===== config.mk =====
export PLATFORM = sky130hd
export DESIGN_NAME = floor_request_scheduler
export DESIGN_NICKNAME = d
export VERILOG_FILES = /design/src/rtl/floor_request_scheduler.sv
export SDC_FILE = /design/constraint.sdc
export NUM_CORES = 1
export LEC_CHECK = 0
export BUFFER_PORTS_ARGS = -buffer_cell sky130_fd_sc_hd__buf_2
export CORE_AREA = 2 2 53 80
export CTS_CLUSTER_DIAMETER = 80
export CTS_CLUSTER_SIZE = 10
export DETAILED_ROUTE_END_ITERATION = 10
export DIE_AREA = 0 0 55 82
export PLACE_DENSITY = 0.73
export SLEW_MARGIN = 20
export SYNTH_ARGS = -nofsm -noshare
export SYNTH_HDL_FRONTEND = slang
export SYNTH_SLANG_ARGS = --single-unit

===== constraint.sdc =====
create_clock -name clk -period 1.98 [get_ports clk]
set_input_delay 0.198 -clock clk [delete_from_list [all_inputs] [get_ports clk]]
set_output_delay 0.198 -clock clk [all_outputs]
set_load 0.01 [all_outputs]

===== src/rtl/floor_request_scheduler.sv =====
// floor_request_scheduler
//   Four-floor SCAN request scheduler. It latches call buttons into pending
//   flags, picks the next target floor in the current sweep direction, and
//   holds the door open for a dwell period on arrival.
//
// Ports
//   clk             in   single clock, rising edge
//   reset           in   asynchronous, active-high
//   call_btn[3:0]   in   raw floor call buttons (async, level)
//   present_floor   in   one-hot current floor from the floor controller
//   requested_floor out  one-hot target floor (registered)
//   pending[3:0]    out  latched call flags (registered)
//   door_open       out  door dwell active (registered)
//   dir_up          out  sweep direction, 1 = up (registered)
//   busy            out  not IDLE or any call pending
module floor_request_scheduler #(
  parameter int unsigned DWELL_CYCLES = 8
) (
  input  logic       clk,
  input  logic       reset,
  input  logic [3:0] call_btn,
  input  logic [3:0] present_floor,
  output logic [3:0] requested_floor,
  output logic [3:0] pending,
  output logic       door_open,
  output logic       dir_up,
  output logic       busy
);

  typedef enum logic [1:0] {
    IDLE,
    MOVING,
    DOOR
  } state_e;

  localparam logic [7:0] DWELL_LOAD = 8'(DWELL_CYCLES - 1);

  state_e     state_q, state_d;
  logic [3:0] sync1_q, sync2_q, prev_q;
  logic [3:0] pending_q, pending_d;
  logic [3:0] req_q, req_d;
  logic       door_q, door_d;
  logic       dir_q, dir_d;
  logic [7:0] dwell_q, dwell_d;

  logic [3:0] rise;
  logic [3:0] set_mask;
  logic [3:0] clr;
  logic       onehot;
  logic [1:0] pidx;
  logic [5:0] sc;

  // SCAN target pick: {found, new_dir, one-hot target}. Prefers the current
  // direction; when nothing lies that way the direction flips in the same
  // evaluation so the reversal costs no extra cycle.
  function automatic logic [5:0] scan(input logic dir, input logic [3:0] pend,
                                      input logic [1:0] idx);
    logic       up_f, dn_f;
    logic [3:0] up_t, dn_t;
    up_f = 1'b0;
    dn_f = 1'b0;
    up_t = '0;
    dn_t = '0;
    for (int unsigned i = 0; i < 4; i++) begin
      if (pend[i] && (i > int'(idx)) && !up_f) begin
        up_f = 1'b1;
        up_t = 4'b0001 << i;
      end
      if (pend[i] && (i < int'(idx))) begin
        dn_f = 1'b1;
        dn_t = 4'b0001 << i;
      end
    end
    if (dir) begin
      if (up_f)      scan = {1'b1, 1'b1, up_t};
      else if (dn_f) scan = {1'b1, 1'b0, dn_t};
      else           scan = {1'b0, dir, 4'b0000};
    end else begin
      if (dn_f)      scan = {1'b1, 1'b0, dn_t};
      else if (up_f) scan = {1'b1, 1'b1, up_t};
      else           scan = {1'b0, dir, 4'b0000};
    end
  endfunction

  assign rise = sync2_q & ~prev_q;

  always_comb begin
    onehot = (present_floor != '0) &&
             ((present_floor & (present_floor - 4'd1)) == '0);
    pidx = '0;
    for (int unsigned i = 0; i < 4; i++) begin
      if (present_floor[i]) pidx = 2'(i);
    end
    // Leaving IDLE uses an up-first pick, which yields dir_up = "anything above".
    sc = scan((state_q == IDLE) ? 1'b1 : dir_q, pending_q, pidx);

    // A press of the current floor's button during the dwell only extends it.
    set_mask = rise;
    if (state_q == DOOR && onehot) set_mask = rise & ~present_floor;

    clr     = '0;
    state_d = state_q;
    req_d   = req_q;
    dir_d   = dir_q;
    door_d  = door_q;
    dwell_d = dwell_q;

    // Non-one-hot position: no arrival can be judged, so the FSM freezes.
    if (onehot) begin
      case (state_q)
        IDLE: begin
          req_d  = present_floor;
          door_d = 1'b0;
          if ((pending_q & present_floor) != '0) begin
            state_d = DOOR;
            clr     = present_floor;
            dwell_d = DWELL_LOAD;
            door_d  = 1'b1;
          end else if (pending_q != '0) begin
            state_d = MOVING;
            dir_d   = sc[4];
            req_d   = sc[3:0];
          end
        end
        MOVING: begin
          if (present_floor == req_q && pending_q[pidx]) begin
            state_d = DOOR;
            clr     = present_floor;
            dwell_d = DWELL_LOAD;
            door_d  = 1'b1;
            req_d   = present_floor;
          end else if (pending_q == '0) begin
            state_d = IDLE;
            req_d   = present_floor;
          end else if (sc[5]) begin
            dir_d = sc[4];
            req_d = sc[3:0];
          end else begin
            // Only the current floor is pending: aim here so it is served next.
            req_d = present_floor;
          end
        end
        DOOR: begin
          door_d = 1'b1;
          req_d  = present_floor;
          if ((rise & present_floor) != '0) begin
            dwell_d = DWELL_LOAD;
          end else if (dwell_q != '0) begin
            dwell_d = dwell_q - 8'd1;
          end else begin
            door_d = 1'b0;
            if (pending_q == '0) begin
              state_d = IDLE;
            end else begin
              state_d = MOVING;
              if (sc[5]) begin
                dir_d = sc[4];
                req_d = sc[3:0];
              end
            end
          end
        end
        default: begin
          state_d = IDLE;
        end
      endcase
    end

    // Clear after set: a same-edge arrival clear wins over a new call.
    pending_d = (pending_q | set_mask) & ~clr;
  end

  always_ff @(posedge clk or posedge reset) begin
    if (reset) begin
      state_q   <= IDLE;
      sync1_q   <= '0;
      sync2_q   <= '0;
      prev_q    <= '0;
      pending_q <= '0;
      req_q     <= 4'b0001;
      door_q    <= 1'b0;
      dir_q     <= 1'b1;
      dwell_q   <= '0;
    end else begin
      state_q   <= state_d;
      sync1_q   <= call_btn;
      sync2_q   <= sync1_q;
      prev_q    <= sync2_q;
      pending_q <= pending_d;
      req_q     <= req_d;
      door_q    <= door_d;
      dir_q     <= dir_d;
      dwell_q   <= dwell_d;
    end
  end

  assign requested_floor = req_q;
  assign pending         = pending_q;
  assign door_open       = door_q;
  assign dir_up          = dir_q;
  assign busy            = (state_q != IDLE) || (pending_q != '0);

endmodule


Word-level counts from Yosys, hierarchy flattened
Cells that the tools add are included.
W data, S select, Z words.

cells by class
  equal/unequal tests = 13
  magnitude comparators = 7
  reduce and logical (&&, ||, !) cells = 29
  muxes and demuxes = 62
  bitwise gates (word level) = 10
  $add $sub $neg = 2

operator list
  operator               number
  $mux W4                15
  $mux W8                4
  $mux W6                5
  $and A4 B4 Y4          6
  $pmux W8 S3            1
  $mux W1                22
  $mux W2                9
  $reduce_bool A4 Y1     4
  $not A4 Y4             3
  $pmux W4 S3            1
  $logic_and A1 B1 Y1    11
  $ne A2 B2 Y1 const B   5
  $reduce_and A5 Y1      2
  $logic_not A4 Y1       2
  $pmux W4 S2            1
  $reduce_bool A8 Y1     1
  $sub A8 B1 Y8 const B  1
  $reduce_and A7 Y1      1
  $ne A3 B1 Y1 const B   2
  $pmux W1 S3            2
  $pmux W2 S3            1
  $eq A4 B4 Y1           1
  $gt A2 B2 Y1 const A   2
  $lt A1 B2 Y1 const A   2
  17 further kinds       19

word-level totals
  bits in registers = 32
  bits of input ports = 10
  word-level logic and storage cells = 132
  output and inout port bits = 11

Longest topological paths before layout
  depth in word-level cells = 20
  depth in mapped cells = 9

Worst setup path before layout
No wires, ideal clock.

  path kind = register to register
  from = register dwell_q[0]
  to = register dwell_q[3]
  arrival time = 1.860 ns
  path buffers = 1
  period minus slack after synthesis = 1.980 ns
  stages on the path, launching flop included = 10
  path slack = 0.000 ns
  cells stage by stage = dfrtp_1 inv_1 ha_1 nor2b_1 nand2_2 or4_4 nand4_1 buf_4 nor2_1 a31o_1

on the way
  longest elaborated chain between the ends = 4
  elaborated cells on any way between the ends = 7

RTL lines
  what                    RTL line  text
  start, declared         44        logic [7:0] dwell_q, dwell_d;
  start signal, assigned  193       dwell_q <= dwell_d;
  $sub A8 B1 Y8           149       dwell_d = dwell_q - 8'd1;
  $mux W8                 148       end else if (dwell_q != '0) begin
  $mux W8                 146       if ((rise & present_floor) != '0) begin
  $pmux W8 S3             110       case (state_q)

Several ways; a longest one is shown, not always the timed one. The select of a mux whose other input is x is not followed.
A chain may end at the register's enable or synchronous reset.

Final worst setup path
  from = register req_q[1], in the netlist requested_floor[1]
  to = register dwell_q[7]

on the way
  longest elaborated chain between the ends = 4

RTL lines
  what                                RTL line  text
  start, declared                     41        logic [3:0] req_q, req_d;
  start signal, assigned              190       req_q <= req_d;
  $eq A4 B4 Y1                        126       if (present_floor == req_q && pending_q[pidx]) begin
  $logic_and A1 B1 Y1                 126
  $ne A2 B2 Y1 (no source line)       n/a
  $reduce_and A5 Y1 (no source line)  n/a

Every way passes these cells.

==> summary.md <==
| Metric | Value |
|---|---|
| Status | `complete, but fails checks` |
| Failing checks | `setup timing` |
| Worst Hold End | `sync1_q[0]` |
| Min-delay worst type | `input pin to flop` |
| Final worst path period need | `2.01 ns` |
| Max Cap Viol | `0` |
| PD cells | `1160 nW/um^2` |
| First-pass GRT wire length | `7670 um` |
| Peak supply drop | `808 uV` |
| Achievable frequency | `498 MHz` |
| I/O pin total | `21` |
| Slowest cell on crit path | `dfrtp_1` |
| Initial antenna violation count | `0` |
| CTS buffer count | `5` |
| Setup Skew | `0.00712 ns` |
| R2r setup slk | `-0.03 ns` |
| Fill cell count | `315` |
| Hold path depth | `1` |
| R2R depth | `7` |
| Root Buffer | `clkbuf_8` |
| Cell area after layout | `2620 um^2` |
| Hold Crit Start | `call_btn[0]` |
| Cells after synthesis | `204` |
| Worst-path clk slew | `0.07 ns` |
| CP required | `2.15 ns` |
| Worst R2R Start | `requested_floor[1]` |
| Final ANT Viol Nets | `0` |
| Worst reg2reg endpoint | `dwell_q[7]` |
| RSZ-0062 raised after global routing | `yes` |
| Vias per cell | `5.78` |
| Leak | `1.16 nW` |
| Routed WL | `5240 um` |
| First DRT Iteration DRCs | `45` |
| Initial Util | `49.7%` |
| PnR worst setup slack | `-0.0260 ns` |
| Main flop type after synthesis | `dfrtp_1` |
| Synthesis-stage register bit count | `32` |
| Final Max Slew Viols | `0` |
| Multi-input combinational cell area | `1070 um^2` |
| Drt pass-1 iters | `4` |
| Port buffer count | `20` |
| CTS tree | `built` |
| Clock Tree Buf Depth | `2` |
| Layout cells sized above 1 | `40.6%` |
| Setup Crit Path Kind | `flop to flop` |
| Fin. Hold Viols | `0` |
| EDFF count, synth | `0` |
| Seq/Total Area, Yosys | `41.9%` |
| Syn nets | `219` |
| Most frequent cells in the layout | `buf_4 (50), dfrtp_1 (30), buf_2 (20)` |
| Hpwl dp | `3580 um` |
| Synth Cell Area | `1920 um^2` |
| Critical path fanouts, max | `4` |
| Synth unique cells | `48` |
| Die X | `55 um` |
| Nets | `290` |
| CP startpoint kind | `flop` |
| DIE HEIGHT | `82 um` |
| Ant. Diodes | `0` |
| Largest net degree at the start of global routing | `33` |
| Max incr delay on CP | `0.40 ns` |
| Gr usage total | `24.0%` |
| Placement Rows | `28` |
| Placer Congestion | `0.918` |
| GRT overflow | `0` |
| Hold_ws | `0.00783 ns` |
| H-tree depth | `2` |
| Fin crit share | `101%` |
| CP Data Arrival Time | `2.17 ns` |
| Critical path cell sequence | `xor2_1 -> nor4_2 -> a21bo_1 -> nand4_1 -> buf_4 -> o21ai_0 -> o31ai_2` |
| Sequential Area | `803 um^2` |
| Routed WL per cell | `16.3 um` |
| Clock sink count | `32` |
| FFs w/ async S/R, synth | `100%` |
| Final setup viols | `3` |
| Max-slew headroom | `72.4%` |
| Mean Syn Cell Area | `9.39 um^2` |
| Clk_lat worst skew | `0.29 ns` |
| Total Power | `0.00302 W` |
| Tightest Pin Transition | `0.414 ns` |
| Commonest non-fill, non-tap cell in the layout | `buf_4` |
| Ys Warns | `0` |
| P&R area growth vs syn | `36.6%` |
| Total number of vias | `1856` |
| Core Area | `3850 um^2` |
| Dpl cell area | `2340 um^2` |
| Critical path endpoint category | `flop` |
| Drt drc | `0` |
| Number of global-route vias before repair | `1731` |
| DIE AREA | `4510 um^2` |
-- synthesized netlist by cell type, types with 3 or more instances --
cell type / n / area, um^2
a21oi_1: 15 / 75.1
dfrtp_1: 30 / 751
buf_4: 4 / 30.0
ha_1: 5 / 62.6
o211ai_1: 3 / 22.5
nor4_2: 3 / 37.5
xor2_1: 5 / 43.8
nand3b_1: 4 / 30.0
a221o_1: 5 / 50.1
inv_1: 15 / 56.3
o31ai_1: 5 / 37.5
o21a_1: 3 / 22.5
a31oi_1: 5 / 31.3
buf_2: 4 / 20.0
nand2_1: 17 / 63.8
nand3_1: 5 / 25.0
mux2i_1: 3 / 30.0
nor2_1: 17 / 63.8
nor3_1: 7 / 35.0
o21ai_0: 12 / 60.1
nand4_1: 3 / 18.8
-- layer usage --
metal | up-vias | wire length [um] | track usage (%) | part of all wire [%]
met3 | 23 | 146 | 3.45 | 2.8
met5 | - | 0 | 0 | 0
met4 | 0 | 245 | 14.6 | 4.7
li1 | 882 | - | - | -
met2 | 49 | 2910 | 43.2 | 55
met1 | 902 | 1940 | 24.9 | 37
-- flip-flops by register name (all words and copies together), names as in the netlist, 2 cells and up --
register / cells
state_q: 2
prev_q: 4
pending: 4
sync2_q: 4
requested_floor: 4
dwell_q: 8
sync1_q: 4
-- through the flow --
stage          TNS [ns]  utilization (%)  instances  setup slack (ns)
6_report        -0.0493             67.9        321           -0.0260
5_1_grt          -0.404             67.9        321           -0.0963
4_1_cts               0             64.3        313          0.000310
3_5_place_dp     -0.319             60.7        301           -0.0580
3_3_place_gp     -0.122             60.7        301           -0.0356
2_1_floorplan         0                -        204          0.000403
-- critical path, delay by kind of cell (launching register included) --
kind / cells / cell delay [ns]
AND/OR/NAND/NOR: 2 / 0.57
AO/OA/AOI/OAI: 3 / 0.52
flip-flops: 1 / 0.40
buffers and inverters: 1 / 0.21
XOR/XNOR: 1 / 0.18
-- power breakdown --
group / internal, W / total (W) / switching [W]
registers: 0.000799 / 0.000913 / 0.000114
logic: 0.000761 / 0.00159 / 0.000829
clock network: 0.000249 / 0.000522 / 0.000274
total: 0.00181 / 0.00302 / 0.00122
-- timing repair --
action	4_1_cts	5_1_grt
endpoints found under the hold margin	30	2
buffers inserted	3	6
resized for setup	4	17
hold buffers	1	2
endpoints found under the setup margin	8	20
pin swaps	5	6
-- layout make-up --
cell class,instances,area share (%)
clock buffer,5,2.63
clock inverter,3,0.908
inverter,15,2.15
multi-input combinational,146,41.0
sequential,32,30.7
tap,45,2.15
timing repair buffer,75,20.5
-- logic make-up (layout without fill, tap and decap cells) --
group / after synthesis / after routing / synth area share, %
fa+ha+maj: 5 / 5 / 3.27
mux: 4 / 4 / 2.35
buf+inv: 26 / 98 / 6.53
flops: 32 / 32 / 41.9
simple gates: 72 / 72 / 21.9
xor+xnor: 5 / 5 / 2.29
compound gates: 60 / 60 / 21.8
-- how the worst max path moves through the flow --
stage                             from          to  slack [ns]  cells past startpoint
global placement            dwell_q[1]  dwell_q[4]       -0.04                      8
CTS                 requested_floor[0]  dwell_q[2]      0.0003                      6
detailed placement          dwell_q[1]  dwell_q[6]       -0.06                      8
floorplan                   dwell_q[0]  dwell_q[3]      0.0004                      9
finish              requested_floor[1]  dwell_q[7]       -0.03                      7
global route        requested_floor[1]  dwell_q[6]        -0.1                      7
Power figures use the tool's default switching activity.
